===== src/rtl/iob_pfsm_timed_if.sv =====
// IOb-native CSR bus bundle for iob_pfsm_timed; the peripheral side uses the slave modport.
interface iob_pfsm_timed_if #(
  parameter int unsigned DATA_W = 32,
  parameter int unsigned ADDR_W = 8
);
  logic                iob_valid_i;
  logic [ADDR_W-1:0]   iob_addr_i;
  logic [DATA_W-1:0]   iob_wdata_i;
  logic [DATA_W/8-1:0] iob_wstrb_i;
  logic                iob_ready_o;
  logic                iob_rvalid_o;
  logic [DATA_W-1:0]   iob_rdata_o;

  modport master (
    output iob_valid_i, iob_addr_i, iob_wdata_i, iob_wstrb_i,
    input  iob_ready_o, iob_rvalid_o, iob_rdata_o
  );

  modport slave (
    input  iob_valid_i, iob_addr_i, iob_wdata_i, iob_wstrb_i,
    output iob_ready_o, iob_rvalid_o, iob_rdata_o
  );
endinterface


===== src/rtl/iob_pfsm_timed.sv =====
// Timed programmable FSM: LUT {dwell, next_state, outputs} indexed by {state, inputs}, CSR-controlled.
// Optional IOB_PFSM_TIMED_INPUT_SYNC_EN adds a 2-flop synchronizer on input_ports_i.
module iob_pfsm_timed #(
  parameter int unsigned DATA_W   = 32,
  parameter int unsigned ADDR_W   = 8,
  parameter int unsigned STATE_W  = 2,
  parameter int unsigned INPUT_W  = 1,
  parameter int unsigned OUTPUT_W = 1,
  parameter int unsigned CNT_W    = 8,
  parameter int unsigned TCNT_W   = 16
) (
  input  logic                clk_i,
  input  logic                cke_i,
  input  logic                arst_i,
  iob_pfsm_timed_if.slave     iob,
  input  logic [INPUT_W-1:0]  input_ports_i,
  output logic [OUTPUT_W-1:0] output_ports_o
);
  localparam int unsigned LUT_W  = CNT_W + STATE_W + OUTPUT_W;
  localparam int unsigned NWORDS = (LUT_W + DATA_W - 1) / DATA_W;
  localparam int unsigned WSEL_W = (NWORDS > 1) ? $clog2(NWORDS) : 1;
  localparam int unsigned PAD_W  = NWORDS * DATA_W;
  localparam int unsigned IDX_W  = STATE_W + INPUT_W;
  localparam int unsigned NENT   = 2 ** IDX_W;
  localparam int unsigned RIDX_W = ADDR_W - 3;
  localparam logic [PAD_W:0]    LUT_TOP  = (PAD_W + 1)'(1) << LUT_W;
  localparam logic [PAD_W-1:0]  LUT_MASK = PAD_W'(LUT_TOP - (PAD_W + 1)'(1));
  localparam logic [RIDX_W-1:0] R_CTRL   = RIDX_W'(0);
  localparam logic [RIDX_W-1:0] R_WSEL   = RIDX_W'(1);
  localparam logic [RIDX_W-1:0] R_STATUS = RIDX_W'(2);
  localparam logic [RIDX_W-1:0] R_TCNT   = RIDX_W'(3);

  typedef enum logic [1:0] {SEQ_STOP, SEQ_EVAL, SEQ_DWELL} seq_e;
  seq_e seq;

  logic [STATE_W-1:0]  state_q, state_d;
  logic [OUTPUT_W-1:0] out_q, out_d;
  logic [CNT_W-1:0]    dwell_q, dwell_d;
  logic [TCNT_W-1:0]   tcnt_q, tcnt_d;
  logic                run_q, run_d;
  logic                step_q, step_d;
  logic [WSEL_W-1:0]   wsel_q, wsel_d;
  logic                rvalid_q, rvalid_d;
  logic [DATA_W-1:0]   rdata_q, rdata_d;
  logic [PAD_W-1:0]    lut_q [NENT];

  logic [INPUT_W-1:0]  in_eff;
  logic [LUT_W-1:0]    lk_w;
  logic [PAD_W-1:0]    lut_rword;
  logic [DATA_W-1:0]   lut_rslice;
  logic                req, wr, rd, lut_sel, ctrl_we, wsel_we;
  logic [RIDX_W-1:0]   reg_idx;
  logic [IDX_W-1:0]    lut_idx;
  logic                addr_unused;

`ifdef IOB_PFSM_TIMED_INPUT_SYNC_EN
  logic [INPUT_W-1:0] sync1_q, sync2_q;
  always_ff @(posedge clk_i or posedge arst_i) begin
    if (arst_i) begin
      sync1_q <= '0;
      sync2_q <= '0;
    end else if (cke_i) begin
      sync1_q <= input_ports_i;
      sync2_q <= sync1_q;
    end
  end
  assign in_eff = sync2_q;
`else
  assign in_eff = input_ports_i;
`endif

  assign req         = cke_i & iob.iob_valid_i;
  assign wr          = req & (|iob.iob_wstrb_i);
  assign rd          = req & ~(|iob.iob_wstrb_i);
  assign lut_sel     = iob.iob_addr_i[ADDR_W-1];
  assign reg_idx     = iob.iob_addr_i[ADDR_W-2:2];
  assign lut_idx     = iob.iob_addr_i[2 +: IDX_W];
  assign ctrl_we     = wr & ~lut_sel & (reg_idx == R_CTRL);
  assign wsel_we     = wr & ~lut_sel & (reg_idx == R_WSEL);
  assign addr_unused = ^iob.iob_addr_i[1:0];

  assign lk_w      = lut_q[{state_q, in_eff}][LUT_W-1:0];
  assign lut_rword = lut_q[lut_idx] & LUT_MASK;

  always_comb begin
    lut_rslice = '0;
    for (int unsigned k = 0; k < NWORDS; k++) begin
      if (wsel_q == WSEL_W'(k)) lut_rslice = lut_rword[k*DATA_W +: DATA_W];
    end
  end

  always_ff @(posedge clk_i) begin
    if (wr && lut_sel) begin
      for (int unsigned k = 0; k < NWORDS; k++) begin
        if (wsel_q == WSEL_W'(k)) lut_q[lut_idx][k*DATA_W +: DATA_W] <= iob.iob_wdata_i;
      end
    end
  end

  always_comb begin
    seq      = SEQ_STOP;
    state_d  = state_q;
    out_d    = out_q;
    dwell_d  = dwell_q;
    tcnt_d   = tcnt_q;
    run_d    = run_q;
    step_d   = 1'b0;
    wsel_d   = wsel_q;
    rvalid_d = rd;
    rdata_d  = rdata_q;

    if (dwell_q != '0)        seq = SEQ_DWELL;
    else if (run_q || step_q) seq = SEQ_EVAL;

    unique case (seq)
      SEQ_EVAL: begin
        out_d   = lk_w[OUTPUT_W-1:0];
        state_d = lk_w[OUTPUT_W +: STATE_W];
        dwell_d = lk_w[OUTPUT_W+STATE_W +: CNT_W];
        tcnt_d  = (&tcnt_q) ? tcnt_q : tcnt_q + TCNT_W'(1);
      end
      SEQ_DWELL: dwell_d = dwell_q - CNT_W'(1);
      default: ;
    endcase

    // A soft reset in the same write overrides this cycle's evaluation and drops STEP.
    if (ctrl_we) begin
      run_d = iob.iob_wdata_i[0];
      if (iob.iob_wdata_i[1]) begin
        state_d = '0;
        out_d   = '0;
        dwell_d = '0;
        tcnt_d  = '0;
      end else begin
        step_d = iob.iob_wdata_i[2];
      end
    end

    if (wsel_we && (NWORDS > 1)) wsel_d = iob.iob_wdata_i[WSEL_W-1:0];

    if (rd) begin
      rdata_d = '0;
      if (lut_sel) begin
        rdata_d = lut_rslice;
      end else begin
        case (reg_idx)
          R_WSEL:   rdata_d = DATA_W'(wsel_q);
          R_STATUS: rdata_d = DATA_W'({dwell_q, run_q, state_q});
          R_TCNT:   rdata_d = DATA_W'(tcnt_q);
          default:  rdata_d = '0;
        endcase
      end
    end
  end

  always_ff @(posedge clk_i or posedge arst_i) begin
    if (arst_i) begin
      state_q  <= '0;
      out_q    <= '0;
      dwell_q  <= '0;
      tcnt_q   <= '0;
      run_q    <= 1'b0;
      step_q   <= 1'b0;
      wsel_q   <= '0;
      rvalid_q <= 1'b0;
      rdata_q  <= '0;
    end else if (cke_i) begin
      state_q  <= state_d;
      out_q    <= out_d;
      dwell_q  <= dwell_d;
      tcnt_q   <= tcnt_d;
      run_q    <= run_d;
      step_q   <= step_d;
      wsel_q   <= wsel_d;
      rvalid_q <= rvalid_d;
      rdata_q  <= rdata_d;
    end
  end

  assign iob.iob_ready_o  = 1'b1;
  assign iob.iob_rvalid_o = rvalid_q;
  assign iob.iob_rdata_o  = rdata_q;
  assign output_ports_o   = out_q;
endmodule


===== src/flat_wrapper.sv =====
// flat-port wrapper written by rule: the top's interface ports become plain ports
module iob_pfsm_timed_flat 
#(
  parameter int unsigned DATA_W   = 32,
  parameter int unsigned ADDR_W   = 8,
  parameter int unsigned STATE_W  = 2,
  parameter int unsigned INPUT_W  = 1,
  parameter int unsigned OUTPUT_W = 1,
  parameter int unsigned CNT_W    = 8,
  parameter int unsigned TCNT_W   = 16
)
  (clk_i, cke_i, arst_i, input_ports_i, output_ports_o, iob_iob_valid_i, iob_iob_addr_i, iob_iob_wdata_i, iob_iob_wstrb_i, iob_iob_ready_o, iob_iob_rvalid_o, iob_iob_rdata_o);
  iob_pfsm_timed_if #(.DATA_W(DATA_W), .ADDR_W(ADDR_W)) iob_i ();
  input  logic clk_i;
  input  logic cke_i;
  input  logic arst_i;
  input  logic [INPUT_W-1:0] input_ports_i;
  output logic [OUTPUT_W-1:0] output_ports_o;
  input wire logic [$bits(iob_i.iob_valid_i)-1:0] iob_iob_valid_i;
  input wire logic [$bits(iob_i.iob_addr_i)-1:0] iob_iob_addr_i;
  input wire logic [$bits(iob_i.iob_wdata_i)-1:0] iob_iob_wdata_i;
  input wire logic [$bits(iob_i.iob_wstrb_i)-1:0] iob_iob_wstrb_i;
  output wire logic [$bits(iob_i.iob_ready_o)-1:0] iob_iob_ready_o;
  output wire logic [$bits(iob_i.iob_rvalid_o)-1:0] iob_iob_rvalid_o;
  output wire logic [$bits(iob_i.iob_rdata_o)-1:0] iob_iob_rdata_o;
  assign iob_i.iob_valid_i = iob_iob_valid_i;
  assign iob_i.iob_addr_i = iob_iob_addr_i;
  assign iob_i.iob_wdata_i = iob_iob_wdata_i;
  assign iob_i.iob_wstrb_i = iob_iob_wstrb_i;
  assign iob_iob_ready_o = iob_i.iob_ready_o;
  assign iob_iob_rvalid_o = iob_i.iob_rvalid_o;
  assign iob_iob_rdata_o = iob_i.iob_rdata_o;
  iob_pfsm_timed #(.DATA_W(DATA_W), .ADDR_W(ADDR_W), .STATE_W(STATE_W), .INPUT_W(INPUT_W), .OUTPUT_W(OUTPUT_W), .CNT_W(CNT_W), .TCNT_W(TCNT_W)) u_core (.clk_i(clk_i), .cke_i(cke_i), .arst_i(arst_i), .iob(iob_i), .input_ports_i(input_ports_i), .output_ports_o(output_ports_o));
endmodule

===== config.mk =====
export PLATFORM = sky130hd
export DESIGN_NAME = iob_pfsm_timed_flat
export DESIGN_NICKNAME = d
export VERILOG_FILES = /design/src/rtl/iob_pfsm_timed_if.sv /design/src/rtl/iob_pfsm_timed.sv /design/src/flat_wrapper.sv
export SDC_FILE = /design/constraint.sdc
export NUM_CORES = 1
export LEC_CHECK = 0
export ABC_AREA = 1
export BUFFER_PORTS_ARGS = -buffer_cell sky130_fd_sc_hd__buf_2
export CAP_MARGIN = 10
export CORE_MARGIN = 10
export CORE_UTILIZATION = 50
export CTS_CLUSTER_DIAMETER = 100
export DETAILED_ROUTE_END_ITERATION = 16
export GPL_ROUTABILITY_DRIVEN = 0
export PLACE_DENSITY = 0.7
export SYNTH_ARGS = -nofsm -noshare
export SYNTH_HDL_FRONTEND = slang
export SYNTH_SLANG_ARGS = --single-unit

===== constraint.sdc =====
create_clock -name clk_i -period 4.5 [get_ports clk_i]
set_input_delay 0.9 -clock clk_i [delete_from_list [all_inputs] [get_ports clk_i]]
set_output_delay 0.9 -clock clk_i [all_outputs]
set_load 0.02 [all_outputs]

Yosys cells after proc, flatten, opt, wreduce, memory -nomap -nowiden
Memory sizes are Yosys's and may differ from the RTL's.
Cells that the tools add are included.
W data, S select, Z words.
{ "word_totals": {"reg_bits": 62, "ramBits": 256, "output_inout_bits": 35, "elab_cells": 51, "n_memories": 1} }
{ "mem_list": {"columns": ["memory", "depth", "width", "read_ports", "rd_clocked_by_memory_dff", "wr", "line_no", "rtl"], "rows": [
  ["u_core.lut_q", 8, 32, 2, 0, 1, "iob_pfsm_timed.sv:45", "logic [PAD_W-1:0] lut_q [NENT];"]
]} }
{ "op_classes": {"add_sub_neg": 2, "n_eq_ne": 4, "muxes": 21, "n_bitwise": 7, "n_reduce_logical": 8} }
{ "ops": {"columns": ["operator", "n"], "rows": [
  ["$mux W16", 4],
  ["$mux W32", 1],
  ["$pmux W16 S2", 1],
  ["$add A16 B1 Y16 const B", 1],
  ["$mux W8", 2],
  ["$pmux W8 S2", 1],
  ["$reduce_and A16 Y1", 1],
  ["$eq A5 B2 Y1 const B", 2],
  ["$mux W1", 8],
  ["$mux W2", 4],
  ["$reduce_bool A8 Y1", 1],
  ["$sub A8 B1 Y8 const B", 1],
  ["$and A1 B1 Y1", 5],
  ["$logic_not A5 Y1", 1],
  ["$reduce_and A2 Y1", 2],
  ["$reduce_or A4 Y1", 1],
  ["$eq A2 B1 Y1 const B", 1],
  ["$eq A2 B2 Y1 const B", 1],
  ["$not A1 Y1", 2],
  ["$logic_and A1 B1 Y1", 1],
  ["$logic_or A1 B1 Y1", 1]
]} }

Depth between registers and ports, before layout
Gate-level depths: netlist of the first run.
{ "logic_depth": {"word_depth": 7, "mapped_depth": 11} }

Worst setup path after synthesis of the first run
Ideal clock, no wire load.
{ "synth_timing": {"kind": "input-to-reg", "from": "input port iob_iob_wstrb_i[0]", "to": "memory u_core.lut_q[5][0] (netlist bit) (enable)", "arrival_ns": 2.466, "t_required_ns": 4.092, "path_slack_ns": 1.626, "cell_stages": 4, "n_path_buf": 0, "path_cell_list": "inv_1 -> a31oi_1 -> nand2_1 -> nor4_1"} }
{ "synth_via": {"elab_chain_len": 5} }
{ "synth_lines": {"columns": ["element", "line_no", "rtl"], "rows": [
  ["start: declaration", "flat_wrapper.sv:22", "input wire logic [$bits(iob_i.iob_wstrb_i)-1:0] iob_iob_wstrb_i;"],
  ["$reduce_or A4 Y1", "iob_pfsm_timed.sv:73", "assign wr = req & (|iob.iob_wstrb_i);"],
  ["$and A1 B1 Y1", "iob_pfsm_timed.sv:73", null],
  ["$logic_and A1 B1 Y1", "iob_pfsm_timed.sv:93", "if (wr && lut_sel) begin"],
  ["$mux W1", "iob_pfsm_timed.sv:93", null],
  ["$mux W1 (implied by the code)", "iob_pfsm_timed.sv:95", "if (wsel_q == WSEL_W'(k)) lut_q[lut_idx][k*DATA_W +: DATA_W] <= iob.iob_wdata_i;"],
  ["end: declaration", "iob_pfsm_timed.sv:45", null]
]} }
Every way passes these cells.

Final worst setup path of the first run
{ "layout_timing": {"from": "input port cke_i", "to": "memory u_core.lut_q[4][7] (netlist bit) (enable)"} }
{ "layout_via": {"elab_chain_len": 5} }
{ "layout_lines": {"columns": ["element", "line_no", "rtl"], "rows": [
  ["start: declaration", "flat_wrapper.sv:15", "input logic cke_i;"],
  ["$and A1 B1 Y1", "iob_pfsm_timed.sv:72", "assign req = cke_i & iob.iob_valid_i;"],
  ["$and A1 B1 Y1", "iob_pfsm_timed.sv:73", null],
  ["$logic_and A1 B1 Y1", "iob_pfsm_timed.sv:93", null],
  ["$mux W1", "iob_pfsm_timed.sv:93", null],
  ["$mux W1 (implied by the code)", "iob_pfsm_timed.sv:95", null]
]} }
Every way passes these cells.

==> impl_metrics.env, run 1 <==
export IMPL_start_kind="primary input"
export IMPL_muxShareOfSynthArea=0
export IMPL_p_leak_nw=3.67
export IMPL_min_delay_start="u_core.iob.iob_rdata_o[5]"
export IMPL_grt_pass1_vias=5896
export IMPL_synthXorXnorAreaFrac=0.00123
export IMPL_hold_path_class="flop to flop"
export IMPL_antenna_cells=0
export IMPL_ant_nets=0
export IMPL_p_per_area_nw_per_um2=425
export IMPL_netlist_instances=881
export IMPL_whs_endpoint="u_core.iob.iob_rdata_o[5]"
export IMPL_endpoint_kind="flop"
export IMPL_numCtsBuffers=17
export IMPL_setup_viol=0
export IMPL_grt_max_degree=47
export IMPL_drc_errors=0
export IMPL_synth_top_area_frac=0.371
export IMPL_synth_top_family_by_area="simple AND/OR/NAND/NOR gates"
export IMPL_fin_crit_sh=0.606
export IMPL_dominantRegCellSynth="edfxtp_1"
export IMPL_row_count=43
export IMPL_grt_antenna_before_repair=0
export IMPL_rrSetupSlack_ns=2.10
export IMPL_die_h_um=139
export IMPL_cts_tree="built"
export IMPL_crit_family="simple AND/OR/NAND/NOR gates"
export IMPL_crit_path_max_incr_delay_ns=0.64
export IMPL_crit_top_cell="nand2_1"
export IMPL_critPathSlowestCell="nor2_1"
export IMPL_num_vias=6121
export IMPL_yosysMostFrequentCell="nand2_1"
export IMPL_crit_arrival_ns=2.86
export IMPL_postCtsSetupBuffers=0
export IMPL_ys_types=38
export IMPL_nets=975
export IMPL_maxSlewViolCount=0
export IMPL_status="finished, final reports clean"
export IMPL_final_cells=1116
export IMPL_start_util=0.511
export IMPL_fin_skew_ns=0.00613
export IMPL_ir_drop_mv=0.449
export IMPL_grt_pass1_wl_mm=31.0
export IMPL_synth_area_per_cell_um2=8.09
export IMPL_period_minus_slack_ns=2.73
export IMPL_fill_cells=1305
export IMPL_worstPathRequired_ns=4.64
export IMPL_rr_startpoint="u_core.dwell_q[0]"
export IMPL_path_class="primary input to flop"
export IMPL_clk_path_buf_depth=2
export IMPL_yosysWarnings=0
export IMPL_p_total_w=0.00339
export IMPL_h_tree_depth=4
export IMPL_core_um2=13900
export IMPL_grt_overflow=0
export IMPL_cp_max_fo=14
export IMPL_cts_hold_fix_buffers=0
export IMPL_path_clk_slew_ns=0.05
export IMPL_holdPathStages=2
export IMPL_tns_ns=0
export IMPL_max_freq_mhz=367
export IMPL_synthTopCellsByCount="nand2_1 (350), nand3_1 (98), edfxtp_1 (88), nor2_1 (71), inv_1 (54)"
export IMPL_drive_gt1_frac=0.112
export IMPL_synth_fa_ha_area_frac=0.00527
export IMPL_die_area_um2=19400
export IMPL_relSlewSlack=0.271
export IMPL_firstDrtPassIters=8
export IMPL_cp_cell_sequence="buf_2 -> nand2_1 -> a31oi_1 -> nand2_1 -> nor2_1 -> buf_4"
export IMPL_track_usage=0.202
export IMPL_syn_area_um2=7120
export IMPL_io_buffers=43
export IMPL_critPathBufInv=2
export IMPL_cts_sinks=134
export IMPL_hold_violations=0
export IMPL_yosys_area_top_type="edfxtp_1"
export IMPL_r2r_end="u_core.dwell_q[3]"
export IMPL_place_hpwl_mm=13.4
export IMPL_die_x_um=139
export IMPL_ys_seq_area_frac=0.533
export IMPL_io_pins=84
export IMPL_viasPerCell=5.48
export IMPL_tightest_slew_ns=1.09
export IMPL_synth_area_leaders="edfxtp_1 (37%), nand2_1 (18%), dfrtp_1 (16%), nand3_1 (6.9%), nor2_1 (3.7%)"
export IMPL_drtIter0Drc=785
export IMPL_routed_wl_mm=20.1
export IMPL_drv_cap=0
export IMPL_clk_latency_ns=0.43
export IMPL_synthArstFlopShare=0.343
export IMPL_worst_slack_ns=1.77
export IMPL_rsz0062_at_grt="false"
export IMPL_synth_compound_area_frac=0.0546
export IMPL_root_buffer="clkbuf_16"
export IMPL_synth_simple_area_share=0.330
export IMPL_post_cts_resized=0
export IMPL_wl_per_cell_um=18.0
export IMPL_area_growth_pct=12.0
export IMPL_reg2reg_depth=8
export IMPL_post_place_ws_ns=1.38
export IMPL_yosys_register_bits=134
export IMPL_synth_edf_count=88
export IMPL_placedCellCount=1084
## worst max path at each step
stage,startpoint,endpoint,slack [ns],cells after the start
CTS,cke_i,u_core.lut_q[4][7],1.83,6
global placement,cke_i,u_core.lut_q[4][3],1.36,6
detailed placement,cke_i,u_core.lut_q[4][3],1.38,6
global route,cke_i,u_core.lut_q[4][4],1.65,6
floorplan,iob_iob_wstrb_i[0],u_core.lut_q[5][0],1.63,4
finish,cke_i,u_core.lut_q[4][7],1.77,6
## cells by family (layout without fill, tap and decap cells)
group                      Yosys count  in the layout
buffers and inverters              111            151
adders and majority gates            3              3
xor gates and xnor gates             1              1
AOI/OAI and AO/OA                   73             73
and+or+nand+nor                    557            557
DFF                                134            134
other                                2             17
## tightest hold or removal path: stages (launching register included)
cell and delay [ns]:
dfrtp_1 0.33, nand2_1 0.05, nand2_1 0.05
## per-layer routing
metal | track usage | vias to the layer above | wire length [um]
met5 | 0 | - | 0
met4 | 0.0758 | 0 | 448
met3 | 0.0527 | 42 | 1810
met2 | 0.338 | 294 | 9770
met1 | 0.244 | 2837 | 8060
li1 | - | 2948 | -
## metrics by stage
| step | util | instance area, um2 | hold slack [ns] |
|---|---|---|---|
| 2_1_floorplan | - | 7180 | 0.450 |
| 3_3_place_gp | 0.534 | 7440 | 0.459 |
| 3_5_place_dp | 0.534 | 7440 | 0.460 |
| 4_1_cts | 0.573 | 7980 | 0.476 |
| 5_1_grt | 0.573 | 7980 | 0.489 |
| 6_report | 0.573 | 7980 | 0.469 |
## registers in the layout, summed over array words and instances, names as in the netlist
signal and cells:
u_core.lut_q 88, u_core.iob.iob_rdata_o 16, u_core.tcnt_q 16, u_core.dwell_q 8
u_core.state_q 2, u_core.iob.iob_rvalid_o 1, u_core.output_ports_o 1, u_core.run_q 1
u_core.step_q 1
## layout make-up
type / instances / area (um2) / area share
inverters: 63 / 239 / 0.0299
well taps: 180 / 225 / 0.0282
clock inverters: 13 / 109 / 0.0136
flip-flops and latches: 134 / 3790 / 0.475
multi-input cells: 651 / 2870 / 0.359
clock buffers: 19 / 433 / 0.0542
repair buffers: 56 / 313 / 0.0392
## placed cells by master, fill, tap and decap left out, drive strengths merged
| master | instances |
|---|---|
| nand3b | 3 |
| a31oi | 1 |
| clkbuf | 19 |
| buf | 56 |
| xnor2 | 1 |
| conb | 17 |
| nand3 | 99 |
| or2 | 1 |
| nor4 | 1 |
| o21ai | 34 |
| nand2 | 355 |
| o211ai | 3 |
| a21oi | 27 |
| and3 | 2 |
| edfxtp | 88 |
| ha | 3 |
| inv | 58 |
| nor2 | 76 |
| bufinv | 1 |
| o31ai | 4 |
| nand4 | 11 |
| dfrtp | 46 |
| clkinvlp | 3 |
| nor3 | 9 |
| clkinv | 14 |
| o22ai | 4 |
## report_power, final
group | internal, W | switching (W) | total [W]
combinational | 0.000204 | 0.000432 | 0.000636
clock | 0.000753 | 0.000526 | 0.00128
sequential | 0.00139 | 0.0000884 | 0.00148
Power figures use the tool's default switching activity.
==> run 2, diff against run 1 <==
- clock period: 4.5 -> 2.61 ns (I/O delays scaled with it)
==> run 2 against run 1 <==
Compared with the run above:
- routed wire length fell by 4.9%
- final area rose by 1.3%
- flip-flop and latch count did not move
- largest power group unchanged
==> impl_metrics.env, run 2 (synthesis gave the netlist of run 1 again) <==
export IMPL_tightest_slew_ns=0.651
export IMPL_start_kind="flop"
export IMPL_period_minus_slack_ns=2.14
export IMPL_endpoint_kind="flop"
export IMPL_grt_pass1_vias=5605
export IMPL_grt_antenna_before_repair=0
export IMPL_cts_hold_fix_buffers=0
export IMPL_nets=987
export IMPL_io_buffers=43
export IMPL_post_cts_resized=0
export IMPL_root_buffer="clkbuf_16"
export IMPL_place_hpwl_mm=13.3
export IMPL_status="finished, final reports clean"
export IMPL_numCtsBuffers=17
export IMPL_firstDrtPassIters=7
export IMPL_fin_crit_sh=0.820
export IMPL_maxSlewViolCount=0
export IMPL_fin_skew_ns=0.00834
export IMPL_mostFrequentLayoutCells="nand2_1 (350), nand3_1 (98), edfxtp_1 (88)"
export IMPL_hold_violations=0
export IMPL_p_per_area_nw_per_um2=728
export IMPL_crit_path_max_incr_delay_ns=0.46
export IMPL_tns_ns=0
export IMPL_num_vias=6035
export IMPL_clk_latency_ns=0.42
export IMPL_grt_overflow=0
export IMPL_crit_start="u_core.dwell_q[0]"
export IMPL_row_count=43
export IMPL_wl_per_cell_um=16.9
export IMPL_crit_arrival_ns=2.50
export IMPL_largest_reg_flops=88
export IMPL_cts_tree="built"
export IMPL_die_h_um=139
export IMPL_cp_cell_sequence="inv_1 -> ha_1 -> nand2_2 -> nor3_4 -> buf_4 -> o21ai_0 -> o21ai_1 -> nand2_1 -> nand2_1"
export IMPL_io_pins=84
export IMPL_crit_family="simple AND/OR/NAND/NOR gates"
export IMPL_worstPathRequired_ns=2.97
export IMPL_ir_drop_mv=0.645
export IMPL_antenna_cells=0
export IMPL_hold_path_class="primary input to async pin"
export IMPL_max_freq_mhz=467
export IMPL_grt_pass1_wl_mm=30.4
export IMPL_rsz0062_at_grt="false"
export IMPL_path_clk_slew_ns=0.06
export IMPL_clk_path_buf_depth=2
export IMPL_critPathSlowestCell="nor3_4"
export IMPL_viasPerCell=5.35
export IMPL_drv_cap=0
export IMPL_cp_max_fo=11
export IMPL_die_area_um2=19400
export IMPL_die_x_um=139
export IMPL_start_util=0.511
export IMPL_rr_startpoint="u_core.dwell_q[0]"
export IMPL_crit_top_cell="nand2_1"
export IMPL_regMostFlops="u_core.lut_q"
export IMPL_grt_max_degree=45
export IMPL_p_leak_nw=3.75
export IMPL_relSlewSlack=0.566
export IMPL_routed_wl_mm=19.1
export IMPL_drive_gt1_frac=0.124
export IMPL_drtIter0Drc=774
export IMPL_worst_slack_ns=0.470
export IMPL_core_um2=13900
export IMPL_cts_sinks=134
export IMPL_setup_viol=0
export IMPL_post_place_ws_ns=0.420
export IMPL_critPathBufInv=2
export IMPL_layout_commonest_cell="nand2_1"
export IMPL_drc_errors=0
export IMPL_postCtsSetupBuffers=0
export IMPL_path_class="flop to flop"
export IMPL_area_growth_pct=13.6
export IMPL_h_tree_depth=4
export IMPL_track_usage=0.196
export IMPL_ant_nets=0
[run 2: path summary, 6_finish.rpt]
path	end	slack (ns)	cells past startpoint
worst min register to register	u_core.iob.iob_rdata_o[8]	0.48	2
worst max register to register	u_core.dwell_q[5]	0.47	9
worst max-delay path	u_core.dwell_q[5]	0.47	9
min in group clk_i	u_core.lut_q[4][4]	0.38	1
max in group asynchronous	u_core.dwell_q[0]	1.77	3
worst min-delay path	u_core.iob.iob_rdata_o[13]	0.13	2
[run 2: final cells by class]
class                           instances  area [um2]
Clock buffer                           18         429
Fill cell                            1280        5850
Inverter                               63         239
Multi-Input combinational cell        651        2860
Clock inverter                         14         128
Sequential cell                       134        3790
Timing Repair Buffer                   68         415
Tap cell                              180         225
[run 2: power breakdown]
group / switching (W) / total, W / internal [W]
clock network: 0.000930 / 0.00224 / 0.00131
registers: 0.000133 / 0.00253 / 0.00240
logic: 0.000751 / 0.00111 / 0.000362
[run 2: metal layers]
metal  vias up  wire, um  GRT usage
li1       2969         -          -
met3        17      1560     0.0527
met1      2798      8310      0.256
met5         -         0          0
met4         0       214     0.0511
met2       251      9030      0.313
[run 2: per-stage QoR]
step | hold slack, ns | util | total power [W] | area [um2] | instances
floorplan | 0.450 | - | 0.00334 | 7180 | 896
global placement | 0.460 | 0.541 | 0.00364 | 7530 | 1096
detailed placement | 0.467 | 0.541 | 0.00366 | 7530 | 1096
CTS | 0.138 | 0.580 | 0.00591 | 8090 | 1128
global route | 0.164 | 0.580 | 0.00618 | 8090 | 1128
finish | 0.126 | 0.580 | 0.00589 | 8090 | 1128
==> run 3, diff against run 2 <==
- clock period: 2.61 -> 2.1 ns (I/O delays scaled with it)
==> run 3 against run 2 <==
Compared with the run above:
- combinational power increased by 27%
- flip-flop and latch count unchanged
- utilization increased by 1.4 points
- critical path depth increased by 1
- sequential power increased by 25%
- total power increased by 29%
- count of clock-buffer cells in the layout unchanged
- clock skew about the same
- routed wire length increased by 3.2%
- fmax increased by 20%
- via count increased by 1.7%
- largest power group unchanged
==> impl_metrics.env, run 3 (synthesis gave the netlist of run 1 again) <==
export IMPL_grt_overflow=0
export IMPL_final_cells=1146
export IMPL_p_per_area_nw_per_um2=918
export IMPL_setup_viol=0
export IMPL_path_class="flop to flop"
export IMPL_routed_wl_met3_mm=1.58
export IMPL_root_buffer="clkbuf_16"
export IMPL_seqCellArea_um2=3790
export IMPL_numCtsBuffers=17
export IMPL_num_vias=6140
export IMPL_hold_path_class="primary input to async pin"
export IMPL_tns_ns=0
export IMPL_nets=1005
export IMPL_routed_wl_mm=19.7
export IMPL_met1_length_mm=8.03
export IMPL_cts_hold_fix_buffers=0
export IMPL_worstPathRequired_ns=2.42
export IMPL_swShare=0.300
export IMPL_postCtsSetupBuffers=0
export IMPL_regMostFlops="u_core.lut_q"
export IMPL_max_freq_mhz=560
export IMPL_crit_path_end="u_core.tcnt_q[5]"
export IMPL_worst_slack_ns=0.313
export IMPL_viasPerCell=5.36
export IMPL_intPower_w=0.00532
export IMPL_die_h_um=139
export IMPL_rr_startpoint="u_core.dwell_q[0]"
export IMPL_ant_nets=0
export IMPL_p_leak_nw=3.87
export IMPL_grt_pass1_wl_mm=31.7
export IMPL_power_switching_w=0.00228
export IMPL_maxSlewViolCount=0
export IMPL_drc_errors=0
export IMPL_p_clk_frac=0.400
export IMPL_largest_reg_flops=88
export IMPL_top_layer="met4"
export IMPL_drv_cap=0
export IMPL_post_place_ws_ns=0.0753
export IMPL_multi_input_area_um2=2860
export IMPL_start_util=0.511
export IMPL_crit_start="u_core.dwell_q[0]"
export IMPL_start_kind="flop"
export IMPL_fin_crit_sh=0.851
export IMPL_io_buffers=43
export IMPL_core_um2=13900
export IMPL_grt_antenna_before_repair=0
export IMPL_track_usage=0.205
export IMPL_cts_sinks=134
export IMPL_r2r_end="u_core.tcnt_q[5]"
export IMPL_hold_violations=0
export IMPL_tightest_slew_ns=0.673
export IMPL_path_clk_slew_ns=0.06
export IMPL_fin_skew_ns=0.00785
export IMPL_grt_pass1_vias=6079
export IMPL_place_hpwl_mm=13.8
export IMPL_status="finished, final reports clean"
export IMPL_final_util=0.594
export IMPL_post_cts_resized=0
export IMPL_clk_path_buf_depth=2
export IMPL_die_area_um2=19400
export IMPL_stdcell_area_um2=8280
export IMPL_seq_power_share=0.414
export IMPL_drtIter0Drc=681
export IMPL_drive_gt1_frac=0.141
export IMPL_ir_drop_mv=0.752
export IMPL_wl_per_cell_um=17.2
export IMPL_clk_latency_ns=0.42
export IMPL_period_minus_slack_ns=1.79
export IMPL_placedCellCount=1114
export IMPL_relSlewSlack=0.551
export IMPL_area_growth_pct=16.3
export IMPL_firstDrtPassIters=5
export IMPL_rrSetupSlack_ns=0.31
export IMPL_endpoint_kind="flop"
export IMPL_row_count=43
export IMPL_cts_tree="built"
export IMPL_cp_max_fo=11
export IMPL_layout_commonest_cell="nand2_1"
export IMPL_h_tree_depth=4
export IMPL_grt_max_degree=34
export IMPL_combPwrFrac=0.186
export IMPL_mostFrequentLayoutCells="nand2_1 (350), nand3_1 (98), edfxtp_1 (88)"
export IMPL_rsz0062_at_grt="false"
export IMPL_antenna_cells=0
export IMPL_die_x_um=139
export IMPL_io_pins=84
export IMPL_crit_arrival_ns=2.10
export IMPL_wl_met2_mm=9.72
export IMPL_reg2reg_depth=10
export IMPL_fill_cells=1260
export IMPL_placed_cell_area_um2=7680
==> run 3: through the flow <==
stage               hold slack [ns]  total power [W]
floorplan                     0.450          0.00415
global placement              0.458          0.00455
detailed placement            0.462          0.00458
CTS                          0.0368          0.00762
global route                 0.0726          0.00797
finish                       0.0236          0.00760
==> run 3: power by group through the flow <==
stage | Combinational (W) | Sequential (W) | Clock [W]
final | 0.00141 | 0.00315 | 0.00304
after global routing | 0.00160 | 0.00317 | 0.00320
after CTS | 0.00140 | 0.00314 | 0.00308
after detailed placement | 0.00138 | 0.00319 | 0
after global placement | 0.00136 | 0.00319 | 0
after floorplan | 0.000936 | 0.00321 | 0
==> run 3: worst min path at each step <==
stage	from	endpoint	slack, ns	cells past startpoint
4_1_cts	arst_i	u_core.iob.iob_rdata_o[10]	0.04	2
2_1_floorplan	u_core.step_q	u_core.step_q	0.45	2
3_3_place_gp	u_core.iob.iob_rdata_o[10]	u_core.iob.iob_rdata_o[10]	0.46	2
3_5_place_dp	u_core.iob.iob_rdata_o[5]	u_core.iob.iob_rdata_o[5]	0.46	2
6_report	arst_i	u_core.iob.iob_rdata_o[13]	0.02	2
5_1_grt	arst_i	u_core.iob.iob_rdata_o[13]	0.07	2
==> run 3: layer usage <==
metal,up-vias,track usage
met5,-,0
met4,0,0.0752
met3,34,0.0500
met2,251,0.343
met1,2851,0.250
li1,3004,-
==> run 3: layout make-up <==
type,count,area share
sequential,134,0.458
tap,180,0.0272
timing repair buffer,86,0.0680
clock inverter,14,0.0208
inverter,63,0.0289
clock buffer,18,0.0518
multi-input combinational,651,0.345
==> run 3: critical path, stage by stage, from the launching register on <==
cell and delay [ns]:
dfrtp_1 0.43, inv_1 0.15, ha_1 0.18, nand2_2 0.09, nor3_4 0.18, buf_4 0.22, nand3_4 0.12, inv_4 0.12
nand2_2 0.06, nor2_1 0.09, nor2_1 0.05
